`config.mk`:
```
export PLATFORM = sky130hd
export DESIGN_NAME = imem_load_ctrl
export DESIGN_NICKNAME = d
export VERILOG_FILES = /design/src/rtl/imem_ctrl_pkg.sv /design/src/rtl/imem_load_ctrl.sv
export SDC_FILE = /design/constraint.sdc
export NUM_CORES = 1
export LEC_CHECK = 0
export ABC_AREA = 1
export CAP_MARGIN = 20
export CELL_PAD_IN_SITES_DETAIL_PLACEMENT = 1
export CELL_PAD_IN_SITES_GLOBAL_PLACEMENT = 2
export CORE_MARGIN = 10
export CORE_UTILIZATION = 21
export DETAILED_ROUTE_END_ITERATION = 8
export GPL_TIMING_DRIVEN = 0
export PLACE_DENSITY = 0.83
export SYNTH_ARGS = -nofsm -noshare
export SYNTH_HDL_FRONTEND = slang
export SYNTH_SLANG_ARGS = --single-unit
```
`constraint.sdc`:
```
create_clock -name clk -period 1.7 [get_ports clk]
set_input_delay 0.51 -clock clk [delete_from_list [all_inputs] [get_ports clk]]
set_output_delay 0.51 -clock clk [all_outputs]
set_load 0.02 [all_outputs]
```
`src/rtl/imem_ctrl_pkg.sv`:
```
// Shared types and helpers for the instruction-memory load/fetch controller.
package imem_ctrl_pkg;

    localparam int unsigned SIZE_DEFAULT = 14;
    localparam int unsigned IMEM_BYTES   = 1 << SIZE_DEFAULT;

    typedef enum logic [2:0] {
        WAIT,
        LOAD,
        DONE,
        RUN,
        ERR
    } imem_state_t;

    // Misaligned fetches and fetches at or beyond the last word (0x..FFC) are flagged.
    function automatic logic fetch_addr_bad(input logic [63:0] addr, input int unsigned size_log2);
        logic [63:0] top_word;
        top_word = (64'(1) << size_log2) - 64'd4;
        return (addr[1:0] != 2'b00) || (addr >= top_word);
    endfunction

endpackage

```
`src/rtl/imem_load_ctrl.sv`:
```
// Streams a program image byte-by-byte into instruction memory while the core is stalled,
// then releases the core into RUN and monitors fetch addresses.
module imem_load_ctrl
    import imem_ctrl_pkg::*;
#(
    parameter int unsigned ADDRESS_WIDTH = 32,
    parameter int unsigned SIZE          = SIZE_DEFAULT,
    parameter bit          BOOT_AUTO     = 1'b0
) (
    input  logic                     clk,
    input  logic                     rst,
    input  logic                     load_start,
    input  logic                     ld_valid,
    output logic                     ld_ready,
    input  logic [7:0]               ld_byte,
    input  logic                     ld_last,
    input  logic [ADDRESS_WIDTH-1:0] cpu_addr,
    output logic                     mem_we,
    output logic [SIZE-1:0]          mem_waddr,
    output logic [7:0]               mem_wdata,
    output logic [SIZE-1:0]          mem_raddr,
    output logic                     cpu_stall,
    output logic                     load_done,
    output logic                     load_err,
    output logic [SIZE:0]            byte_count,
    output logic                     fetch_fault
);

    localparam imem_state_t     RESET_STATE = BOOT_AUTO ? RUN : WAIT;
    localparam logic [SIZE-1:0] PTR_TOP     = '1;
    localparam logic [SIZE:0]   COUNT_MAX   = {1'b1, {SIZE{1'b0}}};

    imem_state_t     r_state;
    imem_state_t     w_state_nxt;
    logic [SIZE-1:0] r_wr_ptr;
    logic [SIZE-1:0] w_wr_ptr_nxt;
    logic [SIZE:0]   r_byte_count;
    logic [SIZE:0]   w_count_nxt;
    logic            r_fetch_fault;
    logic            w_fault_nxt;
    logic            r_ld_ready;
    logic            r_cpu_stall;
    logic            r_load_done;
    logic            r_load_err;
    logic            w_fetch_bad;

    assign w_fetch_bad = fetch_addr_bad(64'(cpu_addr), SIZE);

    // State, pointer and status registers; status flags are decoded from the next state.
    always_ff @(posedge clk) begin
        if (rst) begin
            r_state       <= RESET_STATE;
            r_wr_ptr      <= '0;
            r_byte_count  <= '0;
            r_fetch_fault <= 1'b0;
            r_ld_ready    <= 1'b0;
            r_cpu_stall   <= ~BOOT_AUTO;
            r_load_done   <= 1'b0;
            r_load_err    <= 1'b0;
        end else begin
            r_state       <= w_state_nxt;
            r_wr_ptr      <= w_wr_ptr_nxt;
            r_byte_count  <= w_count_nxt;
            r_fetch_fault <= w_fault_nxt;
            r_ld_ready    <= (w_state_nxt == LOAD);
            r_cpu_stall   <= (w_state_nxt != RUN);
            r_load_done   <= (w_state_nxt == DONE);
            r_load_err    <= (w_state_nxt == ERR);
        end
    end

    // Next-state logic and the combinational memory write strobe.
    always_comb begin
        w_state_nxt  = r_state;
        w_wr_ptr_nxt = r_wr_ptr;
        w_count_nxt  = r_byte_count;
        w_fault_nxt  = r_fetch_fault;
        mem_we       = 1'b0;

        case (r_state)
            WAIT: begin
                w_state_nxt = WAIT;
            end
            LOAD: begin
                mem_we = ld_valid;
                if (ld_valid) begin
                    w_wr_ptr_nxt = r_wr_ptr + SIZE'(1);
                    if (r_byte_count != COUNT_MAX) begin
                        w_count_nxt = r_byte_count + (SIZE + 1)'(1);
                    end
                    if (ld_last) begin
                        w_state_nxt = DONE;
                    end else if (r_wr_ptr == PTR_TOP) begin
                        w_state_nxt = ERR;
                    end
                end
            end
            DONE: begin
                w_state_nxt = RUN;
            end
            RUN: begin
                if (w_fetch_bad) begin
                    w_fault_nxt = 1'b1;
                end
            end
            ERR: begin
                w_state_nxt = ERR;
            end
            default: begin
                w_state_nxt = RESET_STATE;
            end
        endcase

        // A (re)load request overrides everything, including a byte accepted this cycle.
        if (load_start) begin
            w_state_nxt  = LOAD;
            w_wr_ptr_nxt = '0;
            w_count_nxt  = '0;
            w_fault_nxt  = 1'b0;
        end
    end

    assign mem_waddr   = r_wr_ptr;
    assign mem_wdata   = ld_byte;
    assign mem_raddr   = cpu_addr[SIZE-1:0];
    assign ld_ready    = r_ld_ready;
    assign cpu_stall   = r_cpu_stall;
    assign load_done   = r_load_done;
    assign load_err    = r_load_err;
    assign byte_count  = r_byte_count;
    assign fetch_fault = r_fetch_fault;

endmodule

```
; After elaboration in Yosys (flattened, before gate mapping)
; Cells that the tools add are included.
[word_totals]
reg_bits = 37
in_bits = 45
output_inout_bits = 57
word_cells = 33
[classes]
add_sub_neg = 2
order_cmp = 1
n_eq_ne = 10
muxes = 6
reduce_logical = 6
[op_table]
columns = operator, count
row1 = "32-bit by 14-bit greater-or-equal comparator with 1-bit output, second input constant", 1
row2 = "15-bit by 1-bit adder with 15-bit output, second input constant", 1
row3 = "15-bit != test, second input constant", 1
row4 = "14-bit by 1-bit adder with 14-bit output, second input constant", 1
row5 = "14-bit equality test, second input constant", 1
row6 = 3-bit two-way mux, 4
row7 = 3-bit case mux with 4 select lines, 1
row8 = "3-bit by 2-bit equality test with 1-bit output, second input constant", 3
row9 = "3-bit by 1-bit equality test with 1-bit output, second input constant", 2
row10 = "3-bit equality test, second input constant", 2
row11 = 2-bit AND reduction, 2
row12 = "3-bit by 2-bit != test with 1-bit output, second input constant", 1
row13 = 3-bit AND reduction, 1
row14 = 2-bit nonzero test, 1
row15 = 2-bit OR reduction, 1
row16 = 1-bit logical OR, 1
row17 = 1-bit two-way mux, 1

; Depth between registers and ports, before layout
[depth]
ltp_word = 7
mapped_depth = 11
mapped_depth_nobuf = 11

; Worst setup path after synthesis
; OpenSTA, ideal clock, no wires.
[synth_timing]
path_kind = flip-flop to flip-flop
startpoint = reg r_byte_count[0], in the netlist byte_count[0]
endpoint = reg r_byte_count[7], in the netlist byte_count[7]
arrival_ns = 1.377
required_time_ns = 1.582
path_slack_ns = 0.205
stages_incl_launch_ff = 10
path_buffers = 1
synth_period_minus_slack_ns = 1.495
path_cell_list = dfxtp_1 > inv_1 > ha_1 > nand3_1 > nor2_1 > nand2_1 > nand2_4 > buf_6 > nor3_1 > nor2_1
[synth_via]
elab_chain_cells = 2
elab_cells_between_ends = 3
[synth_lines]
columns = item, line
row1 = "start, declared", imem_load_ctrl.sv:37  ; logic [SIZE:0] r_byte_count;
row2 = "start signal, assigned", imem_load_ctrl.sv:63  ; r_byte_count <= w_count_nxt;
row3 = branches (longest 2 deep; another with 15-bit by 1-bit adder with 15-bit output), -
; Several ways; the timed one is not identified.
; A chain may end at the register's enable or synchronous reset.

; Worst setup path in the final report
[layout_timing]
startpoint = in ld_byte[6]
endpoint = out mem_wdata[6]
[layout_lines]
columns = item, line
row1 = "start, declared", imem_load_ctrl.sv:15  ; input logic [7:0] ld_byte,
row2 = "end, declared", imem_load_ctrl.sv:20  ; output logic [7:0] mem_wdata,
; No word-level cell between the ends.

==> reports/qor.txt <==
Outcome - complete, no violations
Main area contributors after synthesis - dfxtp_1 34%, nand2_1 14%, nor2_1 8.6%
CP Class - in -> out
Site Rows - 37
Top Usage Layer GRT - met2
Syn_nets - 376
Psw - 495 uW
Final worst slack - 12.9 ps
Power Density - 624 nW/um2
Clock Skew - 9.16 ps
Place WS - -875 ps
Fmax achieved - 593 MHz
Wirelength per Cell - 13.3 um
Post-route cell area - 3410 um2
Gate power share - 15.3%
Max stage delay on crit path - 590 ps
Synthesis-to-finish area growth - 56.5%
CTS Root Cell - clkbuf_8
RSZ-0062 raised after global routing - no
WL final - 7560 um
Max Cap Viol - 0
Storage element area - 744 um2
Seq pwr share - 41.3%
Synth warn - 0
Hold crit path type - reg -> reg
Port bufs - 93
Worst skew pair latency - 290 ps
DP Area - 3280 um2
Number of fillers in the final layout - 1,282
Syn Std Cell Area - 2180 um2
Slowest-stage cell, CP - clkdlybuf4s50_1
Via-per-instance ratio - 4.13
Slew margin rel. - 79.6%
Critical path arrival - 1180 ps
Number of global-route vias before repair - 2,463
Sw Ratio - 23.3%
Crit start category - primary input
Detail Route Antenna Nets - 0
Pin count of the biggest net entering global routing - 13
Async SR Flop Fraction - 0%
Met1 Track Usage GR - 11.5%
Post-synth EDFFs - 0
RD Place Congestion - 0.772
Placed cell count - 557
Static leakage - 1.57 nW
Initial antenna violation count - 0
Io pins - 102
1st-iter DRT viols - 60
Die ar. - 14,800 um2
CTS tree - built
Post-synthesis cell type count - 27
Met2 Track Usage GR - 18.1%
Critical Path Fanout Max - 1
Avg Synthesized Cell Area - 6.64 um2
Fin util - 33.3%
Share of layout cells above drive strength 1 - 16.7%
Fin nets - 479
Die Wd - 122 um
Tot Pwr - 2.13 mW
Gate Count Post-Synth - 328
Pint - 1.63 mW
GRT Util Overall - 10.1%
Chip Height - 122 um
Slew Limit Fails - 0
CP top delay family - buffers and inverters
Critical path, cell by cell - buf_4 > clkdlybuf4s50_1
Final setup violating endpoints - 0
Crit. End Element - output pin
Grt ovf - 0
CP required - 1190 ps
Worst Max-Slew Pin Slew - 304 ps
Clock buffer depth - 2
Final cell count without fillers - 568
Pre-antenna DRT Iters - 4
GR met3 Demand/Resource - 2.91%
Top_reg_cell synth - dfxtp_1
DP HPWL - 6300 um
Antenna cells - 0
Final hold viol count - 0
Clock power share - 43.4%
Vias - 2,348
WP buf/inv - 2
Hold WS - 475 ps
Multi-input logic area - 1090 um2
First-pass GRT wire length - 12,300 um
DRC - 0
Yosys top cell by area - dfxtp_1
Total CTS buffers - 5
Shortest period the worst path allows - 1690 ps
Clock sink count - 37
Total Neg Setup Slack - 0 ps
Reg clk slew, reported paths - 70 ps
Register area share after synthesis - 34.0%
Period utilization - 99.2%
Flops & latches, synth - 37
Area fraction of the dominant cell type after synthesis - 34.0%
H-tree depth - 2
Maximum vdd ir drop - 0.000429 V
Initial Utilization - 21.3%
CORE AREA - 10,200 um2
-- Yosys cell counts, types with 2 or more instances --
cell type  instances
dfxtp_1           37
o21ai_0           11
buf_4             22
nand2_2            2
a21oi_1           28
nand2_1           79
nor2_1            50
nor2_4             2
inv_1             37
nor3_1             6
nand4_1            5
buf_2              2
nand3_1           17
buf_6              2
inv_2              5
o21ai_1            3
ha_1               3
xor2_1             8
-- worst reg2reg max path, stage by stage, from the launching register on --
cell and delay, ps:
dfxtp_2 350, inv_1 100, ha_1 170, nand3_1 90
nor2_1 120, nand2_1 120, nand2_4 130, inv_2 50
buf_6 140, nand2_1 80, a21oi_1 60
-- worst paths after layout --
kind / start / to / slack (ps) / cells past startpoint
setup / recovery: ld_byte[6] / mem_wdata[6] / 10 / 2
setup reg to reg: byte_count[0]$_SDFFE_PP0P_ / byte_count[11]$_SDFFE_PP0P_ / 190 / 10
hold reg to reg: fetch_fault$_SDFFE_PP0P_ / fetch_fault$_SDFFE_PP0P_ / 470 / 2
hold / removal: fetch_fault$_SDFFE_PP0P_ / fetch_fault$_SDFFE_PP0P_ / 470 / 2
-- layout make-up --
class | count | area share [%]
multi-input cells | 223 | 32.0
repair buffers | 96 | 26.8
flip-flops and latches | 37 | 21.9
plain buffers | 26 | 5.80
well taps | 136 | 4.99
inverters | 42 | 4.63
clock buffers | 5 | 2.02
clock inverters | 3 | 1.91
-- power by group through the flow --
stage | sequential, mW | clock, mW | combinational (mW)
after CTS | 0.879 | 0.963 | 0.331
after global placement | 0.899 | 0 | 0.332
after global routing | 0.880 | 0.993 | 0.352
after floorplan | 0.905 | 0 | 0.147
final | 0.879 | 0.924 | 0.325
after detailed placement | 0.899 | 0 | 0.337
-- logic make-up (layout without fill, tap and decap cells) --
group,count (synthesis),count (layout),share of synthesized area (%)
xor gates and xnor gates,8,8,3.22
adders and majority gates,3,3,1.72
and+or+nand+nor,169,169,34.7
AOI/OAI and AO/OA,43,43,10.0
DFF,37,37,34.0
buffers and inverters,68,172,16.3
-- layer usage --
layer	up-vias	wire length [um]
li1	1214	-
met1	1086	3220
met2	46	3860
met3	2	426
met4	0	54
met5	-	0
-- placed cells by master (no fill, tap or decap) --
cell / count
nor3b_1: 1
nor3_2: 1
clkbuf_2: 1
buf_4: 28
buf_2: 2
buf_6: 14
a21oi_1: 28
nand2_4: 1
nor2_8: 1
a21boi_0: 1
dlygate4sd2_1: 47
nand4_4: 1
dfxtp_1: 34
nand2_1: 78
bufinv_16: 2
clkdlybuf4s15_1: 1
nor2_2: 1
inv_1: 37
nand4_1: 5
dfxtp_2: 3
clkinv_2: 1
nand3b_1: 1
dlymetal6s2s_1: 6
nor3_1: 6
o21ai_0: 11
ha_1: 3
nand2_2: 3
clkbuf_8: 5
nor2_1: 49
nand3_1: 17
nor4_1: 1
clkdlybuf4s50_1: 23
nor2_4: 3
xor2_1: 8
o21ai_1: 3
inv_2: 5
-- state kept, by name, indices dropped and copies added (netlist names) --
register and flops:
load_done 1, fetch_fault 1, load_err 1, ld_ready 1, cpu_stall 1, r_state 3, byte_count 15, mem_waddr 14
-- timing repair --
item | 4_1_cts | 5_1_grt
buffers inserted | 1 | 2
resized for setup | 140 | 11
setup endpoints to repair | 76 | 18
hold buffers | 0 | 0
endpoints found under the hold margin | 0 | 0
pin swaps | 1 | 1
Power figures use the tool's default switching activity.
==> RTL edit 1: new RTL, config.mk and constraints unchanged <==
The parameter `BOOT_AUTO` goes from 1'b0 to 1'b1.
--- a/src/rtl/imem_load_ctrl.sv
+++ b/src/rtl/imem_load_ctrl.sv
@@ -5,7 +5,7 @@
 #(
     parameter int unsigned ADDRESS_WIDTH = 32,
     parameter int unsigned SIZE          = SIZE_DEFAULT,
-    parameter bit          BOOT_AUTO     = 1'b0
+    parameter bit          BOOT_AUTO     = 1'b1
 ) (
     input  logic                     clk,
     input  logic                     rst,
Behaviour: not the same (a bounded check fails within 4 cycles, from zero or initial values and one cycle with rst high).
==> RTL edit 1 against the unedited design <==
Sequential power increased by 0.8%; combinational power increased by 12%; power decreased by 8.3%; largest power group is now sequential cells; synthesized cell count increased by 11%; non-clock buffer count increased by 9; highest routed layer unchanged; area after synthesis increased by 5.9%; worst hold slack got worse by 0.019 ns; via count increased by 13%; final area increased by 5.2%; wire length increased by 14%; global-route usage increased by 0.62 points; sequential cell count unchanged; setup slack improved by 0.0029 ns.
==> RTL edit 1: results (changes against the unedited design) <==
status: "finished clean"
period_share_pct: 99.1  # -0.17 points
drtIter0Drc: 91  # +52%
grt_pass1_wl_mm: 14.1  # +14%
crit_fanout: 1  # unchanged
seq_area_frac_synth_pct: 32.1  # -1.9 points
synthFlopType: "dfxtp_1"
synthTopCellsByCount: "102 x nand2_1, 60 x nor2_1, 41 x inv_1"
post-dp-hpwl_mm: 6.84  # +8.5%
gp_congestion: 0.797  # +3.2%
post_dp_cell_area_um2: 3410  # +4.0%
leakage_nw: 1.61  # +2.2%
vdd_drop_max_mv: 0.273  # -36%
slew_headroom_pct: 79.4  # -0.23 points
holdWs_ns: 0.456  # -0.0189 ns
r2r_setup_slack_ns: 0.14  # -0.05 ns
n_fill_cell: 1372  # +7.0%
worstSetupStartpoint: "ld_byte[5]"
grt_pass1_vias: 2730  # +11%
grt_util_all_layers_pct: 10.7  # +0.62 points
avgViaCountPerCell: 4.31  # +4.3%
nNetsFinal: 523  # +9.2%
routed_wirelength_mm: 8.64  # +14%
yosys-top-cells-area: "dfxtp_1 32%, nand2_1 17%, nor2_1 9.8%"
synth_fp_nets: 413  # +9.8%
path_clk_slew_ns: 0.09  # +0.02 ns
final_layout_size_suffix_gt1_share_pct: 17.6  # +0.98 points
r2r_end: "byte_count[4]"
synthDistinctLibCells: 26  # -3.7%
finalClockSkew_ns: 0.00787  # -0.00129 ns
r2r_start: "byte_count[0]"
grt_antenna_before_repair: 0  # unchanged
p_sw_uw: 549  # +11%
slowest_stage: "clkdlybuf4s50_1"
pre_cts_ws_ns: -0.783  # +0.0925 ns
endpoint: "mem_wdata[5]"
-- RTL edit 1: cell count changes after synthesis, sizes merged, moves of 2 or more --
| cell | unedited run | this run |
|---|---|---|
| clkbuf | 0 | 2 |
| nor2 | 54 | 64 |
| nand3 | 17 | 19 |
| nor3 | 7 | 4 |
| nand2 | 82 | 104 |
| nand4 | 6 | 14 |
| o21ai | 14 | 12 |
| a21oi | 28 | 24 |
-- RTL edit 1: cell type report --
cell class,count,area [µm²],area share [%]
repair buffers,103,947,26.4
multi-input cells,257,1220,34.0
plain buffers,28,223,6.21
inverters,43,171,4.78
well taps,140,175,4.89
clock buffers,6,82.6,2.30
clock inverters,2,13.8,0.384
flip-flops and latches,37,752,21.0
-- RTL edit 1: power by group through the flow --
stage / logic [mW] / registers [mW] / clock network, mW
final: 0.365 / 0.886 / 0.698
after global routing: 0.396 / 0.888 / 0.762
after CTS: 0.351 / 0.887 / 0.730
after detailed placement: 0.362 / 0.907 / 0
after global placement: 0.359 / 0.906 / 0
after floorplan: 0.156 / 0.916 / 0
-- RTL edit 1: per-layer routing --
layer | track usage [%] | vias up | routed length, µm
li1 | - | 1349 | -
met2 | 17.4 | 77 | 3990
met1 | 13.4 | 1223 | 4000
met5 | 0 | - | 0
met3 | 3.02 | 8 | 551
met4 | 3.15 | 0 | 96
-- RTL edit 1: kinds of logic after synthesis --
| logic type | share of synthesized area (%) |
|---|---|
| AND/OR/NAND/NOR | 38.1 |
| XOR/XNOR | 3.04 |
| buffers and inverters | 16.4 |
| adder cells (fa/ha/maj) | 1.63 |
| flip-flops | 32.1 |
| AO/OA/AOI/OAI | 8.63 |
-- RTL edit 1: through the flow --
step,utilization [%],power (mW),cells
3_5_place_dp,31.6,1.27,598
6_report,33.2,1.95,616
2_1_floorplan,-,1.07,365
3_3_place_gp,31.6,1.27,598
5_1_grt,33.2,2.05,616
4_1_cts,32.1,1.97,606
-- RTL edit 1: worst min-delay path by stage --
stage	to	cells after the start
detailed placement	fetch_fault	2
floorplan	fetch_fault	2
finish	fetch_fault	2
CTS	fetch_fault	2
global route	fetch_fault	2
global placement	fetch_fault	2
-- RTL edit 1: timing repair --
action | CTS | global route
cloned | 0 | 0
pin swaps | 0 | 3
hold endpoints to repair | 0 | 0
endpoints found under the setup margin | 73 | 30
resized for setup | 146 | 24
buffers inserted | 0 | 10
==> RTL edit 2: new RTL, same flow settings <==
Made on the original files. Remove the register `r_load_err`: a continuous assignment takes its place, so the output `load_err` follows one clock earlier.
--- a/src/rtl/imem_load_ctrl.sv
+++ b/src/rtl/imem_load_ctrl.sv
@@ -56,7 +56,6 @@
             r_ld_ready    <= 1'b0;
             r_cpu_stall   <= ~BOOT_AUTO;
             r_load_done   <= 1'b0;
-            r_load_err    <= 1'b0;
         end else begin
             r_state       <= w_state_nxt;
             r_wr_ptr      <= w_wr_ptr_nxt;
@@ -65,9 +64,10 @@
             r_ld_ready    <= (w_state_nxt == LOAD);
             r_cpu_stall   <= (w_state_nxt != RUN);
             r_load_done   <= (w_state_nxt == DONE);
-            r_load_err    <= (w_state_nxt == ERR);
         end
     end
+
+    assign r_load_err = (w_state_nxt == ERR);
 
     // Next-state logic and the combinational memory write strobe.
     always_comb begin
Function: same outputs for any inputs over 10 cycles, from zero or initial values and one cycle with rst high; that may be too few to reach the edited logic, so the function may still have changed.
==> RTL edit 2 against the unedited design <==
The flow now finishes with violations (negative setup slack); sequential share of layout area is 0.53 points lower; area after synthesis is 2.4% higher; core utilization grew 0.91 points; fmax is 11% lower; setup slack lost 0.21 ns; clock skew up 0.0017 ns; power fell by 14%; sequential power fell by 3.1%; synthesized cell count grew 5.5%; clock power shrank 30%; sequential cell count down 1; final area increased by 3.7%; wire length rose by 6.2%; critical path type is now flop to output port; critical endpoint is now load_err; largest power group is now sequential cells.
==> RTL edit 2: results (changes against the unedited design) <==
synth_fp_nets: 394  # +4.8%
inverters: 34  # -19%
post-dp-hpwl_mm: 6.50  # +3.1%
wire_per_inst_um: 13.7  # +2.6%
cp.arrival_ns: 1.39  # +0.21 ns
buffer_area_share_pct: 32.0  # -0.59 points
seq_area_frac_synth_pct: 32.3  # -1.7 points
leakage_nw: 1.57  # -0.25%
final_layout_size_suffix_gt1_share_pct: 23.9  # +7.2 points
tns_ns: -0.998  # -0.998 ns
p_sw_uw: 518  # +4.8%
grt_pass1_wl_mm: 12.7  # +3.4%
place_inst: 575  # +3.2%
vdd_drop_max_mv: 0.278  # -35%
slew_headroom_pct: 70.4  # -9.2 points
nNetsFinal: 499  # +4.2%
cts_resized: 162  # +16%
detailedRoute.firstPassIterationCount: 4  # unchanged
setup_ws_ns: -0.200  # -0.213 ns
status: "complete, but fails checks"
yosys-top-cells-area: "dfxtp_1 32%, nand2_1 16%, nor2_1 10%"
slowest_stage: "dfxtp_4"
layout-area-overhead-vs-synth_pct: 58.4
seq-cell-share_pct: 21.3  # -0.53 points
pre_cts_ws_ns: -1.04  # -0.160 ns
slowest_delay_ns: 0.38  # -0.21 ns
post_dp_cell_area_um2: 3330  # +1.7%
critPathTopFamily: "flip-flops"
routed_wirelength_mm: 8.03  # +6.2%
clk_share_pct: 2.48  # -1.4 points
min-delay-path-class: "flop to flop"
gp_congestion: 0.773  # about the same
cts_buffers: 5  # unchanged
failed_checks: "negative setup slack"
finalClockSkew_ns: 0.0108  # +0.00167 ns
buffers_excl_clock: 125  # +2.5%
grt_pass1_vias: 2534  # +2.9%
multi_input_cells: 249  # +12%
grt_max_degree: 13  # unchanged
multi_input_area_um2: 1260  # +15%
crit_fanout: 4  # +3
setup_violations: 13  # +13
core_area_um2: 10300  # +0.91%
grt_antenna_before_repair: 0  # unchanged
grt_util_all_layers_pct: 10.6  # +0.48 points
avgViaCountPerCell: 4.22  # +2.1%
clk_path_buf_depth: 2  # unchanged
clock_sinks: 36  # -2.7%
synthCells: 346  # +5.5%
n_fill_cell: 1294  # +0.94%
synthTopCellsByCount: "98 x nand2_1, 62 x nor2_1, 36 x dfxtp_1"
drtIter0Drc: 55  # -8.3%
## RTL edit 2: cell types whose count changed after synthesis, moves of 2 or more
cell,unedited run,this run
nand2_1,79,98
nor2_1,50,62
inv_1,37,30
a21oi_1,28,22
nand3_1,17,22
nor3_1,6,1
nand4_1,5,9
o21ai_0,11,7
o21ai_1,3,0
xnor2_1,0,3
inv_2,5,3
nand2_2,2,4
nand3_2,0,2
xor2_1,8,6
## RTL edit 2: cells by family after synthesis
group,count (synthesis),share of synthesized area [%]
AOI/OAI and AO/OA,32,7.97
buffers and inverters,61,15.0
adders and majority gates,3,1.68
xor gates and xnor gates,9,3.54
and+or+nand+nor,205,39.4
DFF,36,32.3
## RTL edit 2: power groups by stage
| stage | clock (mW) | combinational (mW) | sequential (mW) |
|---|---|---|---|
| finish | 0.645 | 0.323 | 0.852 |
| global route | 0.715 | 0.351 | 0.854 |
| CTS | 0.668 | 0.330 | 0.856 |
| detailed placement | 0 | 0.341 | 0.877 |
| global placement | 0 | 0.336 | 0.877 |
| floorplan | 0 | 0.149 | 0.882 |
## RTL edit 2: layer usage
metal  share of wire (%)  vias to the layer above  GRT usage [%]
met1                  40                     1144           11.6
met4                 1.0                        0           3.06
met3                 6.5                        7           3.33
met5                   0                        -              0
li1                    -                     1279              -
met2                  53                       52           19.2
## RTL edit 2: path summary, 6_finish.rpt
path                                    start             end  slack [ns]  depth (start not counted)
worst max-delay path             mem_waddr[0]        load_err       -0.20                          8
worst max register to register  byte_count[0]  byte_count[14]        0.15                          8
worst min-delay path              fetch_fault     fetch_fault        0.45                          2
worst min register to register    fetch_fault     fetch_fault        0.45                          2
